<file path="src/rtl/edgcol_dispatcher.sv">
// edgcol_dispatcher: stages edge coordinates, queues submitted edges, spreads them over
// NUM_ENGINES ap_start/ap_done collision engines and returns results strictly in submit order.
`default_nettype none

module edgcol_dispatcher #(
    parameter int DATA_WIDTH   = 32,
    parameter int COORD_COUNT  = 6,
    parameter int RESULT_WIDTH = 64,
    parameter int NUM_ENGINES  = 2,
    parameter int QUEUE_DEPTH  = 4,
    parameter int TAG_WIDTH    = 3
) (
    input  logic                                      clk,
    input  logic                                      rst,
    input  logic                                      coordWrEna,
    input  logic [2:0]                                coordWrAddr,
    input  logic [DATA_WIDTH-1:0]                     coordWrData,
    input  logic                                      submitValid,
    output logic                                      submitReady,
    output logic [NUM_ENGINES-1:0]                    engStart,
    output logic [NUM_ENGINES*COORD_COUNT*DATA_WIDTH-1:0] engEdge,
    input  logic [NUM_ENGINES-1:0]                    engDone,
    input  logic [NUM_ENGINES*RESULT_WIDTH-1:0]       engResult,
    output logic                                      resValid,
    input  logic                                      resReady,
    output logic [RESULT_WIDTH-1:0]                   resData,
    output logic [TAG_WIDTH-1:0]                      resTag,
    output logic [$clog2(QUEUE_DEPTH):0]              queueCount,
    output logic                                      busy
);

    localparam int EW  = COORD_COUNT * DATA_WIDTH;
    localparam int CW  = $clog2(QUEUE_DEPTH) + 1;
    localparam int PW  = $clog2(QUEUE_DEPTH);
    localparam int EIW = (NUM_ENGINES > 1) ? $clog2(NUM_ENGINES) : 1;

    typedef enum logic [1:0] {
        S_IDLE = 2'd0,
        S_BUSY = 2'd1,
        S_HOLD = 2'd2
    } eng_state_t;

    // Staging registers and their flattened snapshot (coordinate 0 in the LSBs)
    logic [DATA_WIDTH-1:0] r_stage [COORD_COUNT];
    logic [EW-1:0]         w_stage_flat;

    // Submit queue
    logic [EW-1:0]        r_q_edge [QUEUE_DEPTH];
    logic [TAG_WIDTH-1:0] r_q_tag  [QUEUE_DEPTH];
    logic [PW-1:0]        r_head;
    logic [PW-1:0]        r_tail;
    logic [CW-1:0]        r_count;
    logic [CW-1:0]        w_count_next;
    logic [TAG_WIDTH-1:0] r_seq_tag;
    logic [TAG_WIDTH-1:0] r_ret_tag;
    logic                 r_busy;

    // Engine slots
    eng_state_t            r_state  [NUM_ENGINES];
    logic [EW-1:0]         r_edge   [NUM_ENGINES];
    logic [TAG_WIDTH-1:0]  r_tag    [NUM_ENGINES];
    logic [RESULT_WIDTH-1:0] r_result [NUM_ENGINES];
    logic [NUM_ENGINES-1:0] r_start;

    logic [NUM_ENGINES-1:0] w_idle;
    logic [NUM_ENGINES-1:0] w_ret_hit;
    logic [NUM_ENGINES-1:0] w_active_next;
    logic [EIW-1:0]         w_disp_idx;
    logic [EIW-1:0]         w_ret_idx;
    logic                   w_push;
    logic                   w_pop;
    logic                   w_ret_fire;
    logic                   w_busy_next;

    always_comb begin
        w_stage_flat = '0;
        for (int c = 0; c < COORD_COUNT; c++) begin
            w_stage_flat[c*DATA_WIDTH +: DATA_WIDTH] = r_stage[c];
        end
    end

    assign submitReady = (r_count != CW'(QUEUE_DEPTH));
    assign w_push      = submitValid && submitReady;
    assign w_pop       = (r_count != '0) && (|w_idle);

    // Lowest-index IDLE engine gets the dispatch; the in-order match gets the return port
    always_comb begin
        w_idle     = '0;
        w_ret_hit  = '0;
        w_disp_idx = '0;
        w_ret_idx  = '0;
        for (int i = 0; i < NUM_ENGINES; i++) begin
            w_idle[i]    = (r_state[i] == S_IDLE);
            w_ret_hit[i] = (r_state[i] == S_HOLD) && (r_tag[i] == r_ret_tag);
        end
        for (int i = NUM_ENGINES - 1; i >= 0; i--) begin
            if (w_idle[i]) begin
                w_disp_idx = EIW'(i);
            end
            if (w_ret_hit[i]) begin
                w_ret_idx = EIW'(i);
            end
        end
    end

    assign resValid   = |w_ret_hit;
    assign resData    = r_result[w_ret_idx];
    assign resTag     = r_tag[w_ret_idx];
    assign w_ret_fire = resValid && resReady;

    // Next-cycle occupancy, so busy reflects the state it is registered alongside
    always_comb begin
        w_active_next = '0;
        for (int i = 0; i < NUM_ENGINES; i++) begin
            case (r_state[i])
                S_IDLE:  w_active_next[i] = w_pop && (w_disp_idx == EIW'(i));
                S_BUSY:  w_active_next[i] = 1'b1;
                S_HOLD:  w_active_next[i] = !(w_ret_fire && (w_ret_idx == EIW'(i)));
                default: w_active_next[i] = 1'b0;
            endcase
        end
        w_count_next = r_count + CW'(w_push) - CW'(w_pop);
        w_busy_next  = (w_count_next != '0) || (|w_active_next);
    end

    // Addresses at or beyond COORD_COUNT simply never match an index
    always_ff @(posedge clk) begin
        if (rst) begin
            for (int c = 0; c < COORD_COUNT; c++) begin
                r_stage[c] <= '0;
            end
        end else begin
            for (int c = 0; c < COORD_COUNT; c++) begin
                if (coordWrEna && (coordWrAddr == 3'(c))) begin
                    r_stage[c] <= coordWrData;
                end
            end
        end
    end

    always_ff @(posedge clk) begin
        if (rst) begin
            for (int q = 0; q < QUEUE_DEPTH; q++) begin
                r_q_edge[q] <= '0;
                r_q_tag[q]  <= '0;
            end
            r_head    <= '0;
            r_tail    <= '0;
            r_count   <= '0;
            r_seq_tag <= '0;
            r_ret_tag <= '0;
            r_busy    <= 1'b0;
        end else begin
            if (w_push) begin
                r_q_edge[r_tail] <= w_stage_flat;
                r_q_tag[r_tail]  <= r_seq_tag;
                r_tail           <= r_tail + 1'b1;
                r_seq_tag        <= r_seq_tag + 1'b1;
            end
            if (w_pop) begin
                r_head <= r_head + 1'b1;
            end
            if (w_ret_fire) begin
                r_ret_tag <= r_ret_tag + 1'b1;
            end
            r_count <= w_count_next;
            r_busy  <= w_busy_next;
        end
    end

    always_ff @(posedge clk) begin
        if (rst) begin
            r_start <= '0;
            for (int i = 0; i < NUM_ENGINES; i++) begin
                r_state[i]  <= S_IDLE;
                r_edge[i]   <= '0;
                r_tag[i]    <= '0;
                r_result[i] <= '0;
            end
        end else begin
            for (int i = 0; i < NUM_ENGINES; i++) begin
                case (r_state[i])
                    S_IDLE: begin
                        if (w_pop && (w_disp_idx == EIW'(i))) begin
                            r_edge[i]  <= r_q_edge[r_head];
                            r_tag[i]   <= r_q_tag[r_head];
                            r_start[i] <= 1'b1;
                            r_state[i] <= S_BUSY;
                        end
                    end
                    S_BUSY: begin
                        if (engDone[i]) begin
                            r_result[i] <= engResult[i*RESULT_WIDTH +: RESULT_WIDTH];
                            r_start[i]  <= 1'b0;
                            r_state[i]  <= S_HOLD;
                        end
                    end
                    S_HOLD: begin
                        if (w_ret_fire && (w_ret_idx == EIW'(i))) begin
                            r_state[i] <= S_IDLE;
                        end
                    end
                    default: begin
                        r_start[i] <= 1'b0;
                        r_state[i] <= S_IDLE;
                    end
                endcase
            end
        end
    end

    assign engStart   = r_start;
    assign queueCount = r_count;
    assign busy       = r_busy;

    for (genvar g = 0; g < NUM_ENGINES; g++) begin : g_eng_out
        assign engEdge[g*EW +: EW] = r_edge[g];
    end

endmodule

`default_nettype wire

</file>
<file path="config.mk">
export PLATFORM = sky130hd
export DESIGN_NAME = edgcol_dispatcher
export DESIGN_NICKNAME = d
export VERILOG_FILES = /design/src/rtl/edgcol_dispatcher.sv
export SDC_FILE = /design/constraint.sdc
export NUM_CORES = 2
export LEC_CHECK = 0
export BUFFER_PORTS_ARGS = -buffer_cell sky130_fd_sc_hd__buf_2
export CAP_MARGIN = 5
export CORE_ASPECT_RATIO = 0.8
export CORE_MARGIN = 2
export CORE_UTILIZATION = 60
export DETAILED_ROUTE_END_ITERATION = 16
export PLACE_DENSITY = 0.81
export SYNTH_ARGS = -nofsm -noshare
export SYNTH_HDL_FRONTEND = slang
export SYNTH_SLANG_ARGS = --single-unit
</file>
<file path="constraint.sdc">
create_clock -name clk -period 64.6 [get_ports clk]
set_clock_uncertainty 0.2 [all_clocks]
set_input_delay 19.38 -clock clk [delete_from_list [all_inputs] [get_ports clk]]
set_output_delay 19.38 -clock clk [all_outputs]
set_load 0.005 [all_outputs]
</file>
==> metrics.md <==
| Metric | Value |
|---|---|
| Core box area | `slightly below 100,000 um^2` |
| Final antenna-violating net count | `0` |
| Worst-Skew Late Latency | `approximately 0.75 ns` |
| Number of flops mapped to enable cells by yosys | `roughly 1,500` |
| TNS Setup | `0 ns` |
| Iter 0 DRT Violations | `approximately 4,000` |
| Tmin final | `23.12 ns` |
| Psw | `between 0.7 and 0.8 mW` |
| CTS Root Cell | `clkbuf_16` |
| Number of remaining DRC errors | `0` |
| Worst Path Arrival | `about 3.5 ns` |
| Post_cts resized | `0` |
| Top cells by area, synth | `edfxtp_1, mux4_2, and2_1` |
| Vias in the first global route | `roughly 32,000` |
| I/O Pins | `roughly 630` |
| Peak Freq | `0.0433 GHz` |
| Int Pwr | `~2.0 mW` |
| Element type at the critical path end | `output pin` |
| Clock Power Share | `29.6%` |
| Area delta synth->final | `14.8%` |
| Post-Syn Area | `just under 60,000 um^2` |
| Combinational share of power | `between 20% and 30%` |
| Layout cells sized above 1 | `27.1%` |
| Endpoints failing setup | `0` |
| I/O Buffers | `around 630` |
| Clock-pin slew on the worst setup and hold paths | `around 0.06 ns` |
| Wirelength per Cell | `~25 um` |
| RSZ-0062 raised after global routing | `false` |
| Die H | `about 290 um` |
| Die area | `between 100,000 and 150,000 um^2` |
| Synth cell count leaders | `edfxtp_1, and2_1, nor2_1, nand2_1, inv_1` |
| Initial antenna violation count | `36` |
| Most common flop cell mapped by yosys | `edfxtp_1` |
| Seq pwr share | `about half` |
| Final Util | `a little over two thirds` |
| Via count | `between 30,000 and 40,000` |
| CP Launch Type | `register` |
| Slew Limit Fails | `0` |
| Post-CTS Setup Repair Bufs | `0` |
| Initial DRT Pass Iterations | `5` |
| Yosys top cell by area | `edfxtp_1` |
| First-pass GRT wire length | `206,000 um` |
| Largest net degree at the start of global routing | `about 200` |
| Final Hold Viols | `0` |
| Worst Hold Class | `reg2reg` |
| Tot Pwr | `about 2.8 mW` |
| Final Routed Wirelength | `around 140,000 um` |
| Status | `completed` |
| Footprint of the multi-input gates | `12,600 um^2` |
| Initial Util | `around three fifths` |
| Period utilization | `between 30% and 40%` |
| CTS sink cnt | `~1,500` |
| Synth Register Bits | `roughly 1,500` |
| Top-count cell post-synth | `edfxtp_1` |
| Average cell area after synthesis | `roughly 17 um^2` |
| Slowest CP cell | `buf_4` |
| Number of synthesis warnings | `0` |
| Worst Tran Pin Value | `between 1 and 1.5 ns` |
| Async SR Flop Fraction | `0%` |
| # rows | `just over 100` |
| Maximum VDD drop | `between 0.00003 and 0.00004 V` |
| CTS tree | `yes` |
| Nets | `4,385` |
| Ratio of total power to cell area | `a little over 40 nW/um^2` |
| Worst Path Required | `between 40 and 50 ns` |
| Max-cap violation count | `0` |
| Sequential area share after synthesis | `75.8%` |
| LEAKAGE | `roughly 28 nW` |
| Yosys top cell area share | `75.2%` |
| Crit-path max FO | `58` |
| Slew headroom | `around 17%` |
| Sequential cell area | `between 40,000 and 50,000 um^2` |
| Dpl hpwl | `82,700 um` |
| Post-synthesis cell count | `3,611` |
| CP peak stage delay | `roughly 0.69 ns` |
| Unique cell type count in the Yosys netlist | `between 40 and 50` |
| DP Worst Slack | `approximately 41 ns` |
| Total Routing Usage GR | `27.9%` |
| Syn_nets | `about 3,800` |
| CP Cell Sequence | `nand2b_1 -> nor4_4 -> nand2b_2 -> buf_4 -> mux2_2 -> buf_2` |
| Setup CP Type | `reg2out` |
| Filler cells | `6,208` |
| Avg Vias per Cell | `just under 6` |
| Grt total ovfl | `0` |
| Total CTS buffers | `about 140` |
| Max clock buf depth | `3` |
| CTS H-Tree Depth | `4` |
| Final WS setup | `about 41 ns` |
| GPL Wtd Cong | `around 0.79` |
| Net Sw Frac | `28.0%` |
| # hold bufs at CTS | `0` |
| Chip Width | `~360 um` |
[power groups by stage]
stage          sequential [mW]  clock, mW  combinational (mW)
5_1_grt                   1.39      0.867               0.616
3_3_place_gp              1.39          0               0.569
4_1_cts                   1.38      0.830               0.581
2_1_floorplan             1.42          0               0.318
6_report                  1.38      0.823               0.577
3_5_place_dp              1.40          0               0.577
[per-layer routing]
metal / vias to the layer above / GRT usage, % / share of wire [%] / wire length [um]
met5: - / 0 / 0.056 / 80
met4: 12 / 10.7 / 3.1 / 4450
met3: 269 / 8.18 / 11 / 15600
met2: 1850 / 44.0 / 49 / 71000
met1: 16300 / 37.3 / 37 / 52400
li1: 14300 / - / - / -
[layout make-up]
type	instances	area share [%]
sequential	1512	66.1
inverter	205	1.14
antenna	31	0.113
clock inverter	79	1.08
clock buffer	181	5.57
timing repair buffer	673	5.16
multi-input combinational	1675	18.5
tap	1312	2.40
[critical path: cells and delay by family, from the launching register on]
kind,cells,cell delay (ns)
muxes,1,0.47
buffers and inverters,2,0.85
and+or+nand+nor,3,0.97
DFF,1,0.44
[stage by stage]
stage / cells / cell area (um^2) / hold WS [ns]
6_report: 5668 / 68500 / 0.258
5_1_grt: 5649 / 68400 / 0.291
4_1_cts: 5637 / 68400 / 0.257
3_5_place_dp: 5377 / 63800 / 0.249
3_3_place_gp: 5377 / 63800 / 0.248
2_1_floorplan: 3611 / 59600 / 0.253
[cells by family (layout without fill, tap and decap cells)]
group / count (synthesis) / in the layout / share of synthesized area (%)
AOI/OAI and AO/OA: 20 / 20 / 0.201
xor gates and xnor gates: 15 / 15 / 0.220
adders and majority gates: 5 / 5 / 0.118
buffers and inverters: 424 / 1138 / 3.17
DFF: 1512 / 1512 / 75.8
muxes: 263 / 263 / 8.65
other: 0 / 31 / 0
and+or+nand+nor: 1372 / 1372 / 11.8
[sequential cells by signal, indices dropped and copies added, names as in the netlist, named ones only]
| signal | count |
|---|---|
| queueCount | 3 |
| r_stage | 192 |
| r_edge | 384 |
| r_state | 4 |
| r_ret_tag | 3 |
| r_q_tag | 12 |
| r_q_edge | 768 |
| r_tag | 6 |
| r_head | 2 |
| r_result | 128 |
| r_seq_tag | 3 |
| engStart | 2 |
| busy | 1 |
| r_tail | 2 |
[worst paths after layout]
check                           slack (ns)                   startpoint                            end  depth (start not counted)
worst max register to register       60.06     queueCount[1]$_SDFF_PP0_  r_q_edge[0][88]$_SDFFCE_PN0P_                          7
worst min register to register        0.26     engStart[0]$_SDFFE_PP0P_       engStart[0]$_SDFFE_PP0P_                          2
worst max-delay path                 41.48  r_state[0][0]$_SDFFCE_PP0P_                    resData[22]                          6
worst min-delay path                  0.26     engStart[0]$_SDFFE_PP0P_       engStart[0]$_SDFFE_PP0P_                          2
[placed cells by master (no fill, tap or decap), types with 4 or more instances in the layout]
master and instances:
clkbuf_1 32, clkbuf_16 146, buf_2 628, clkinv_2 25, nand2_1 212, mux4_2 195
edfxtp_1 1493, inv_6 5, mux2_2 67, bufinv_16 10, and2_1 516, ha_1 4
nand2_2 5, xor2_1 9, clkinv_8 5, xnor2_1 6, and3_1 195, clkinv_1 24
diode_2 31, clkinvlp_4 7, nor2_1 408, buf_4 41, inv_1 203, dfxtp_1 17
o21ai_0 5, a21oi_1 5, buf_12 4
(Power assumes the default switching activity.)
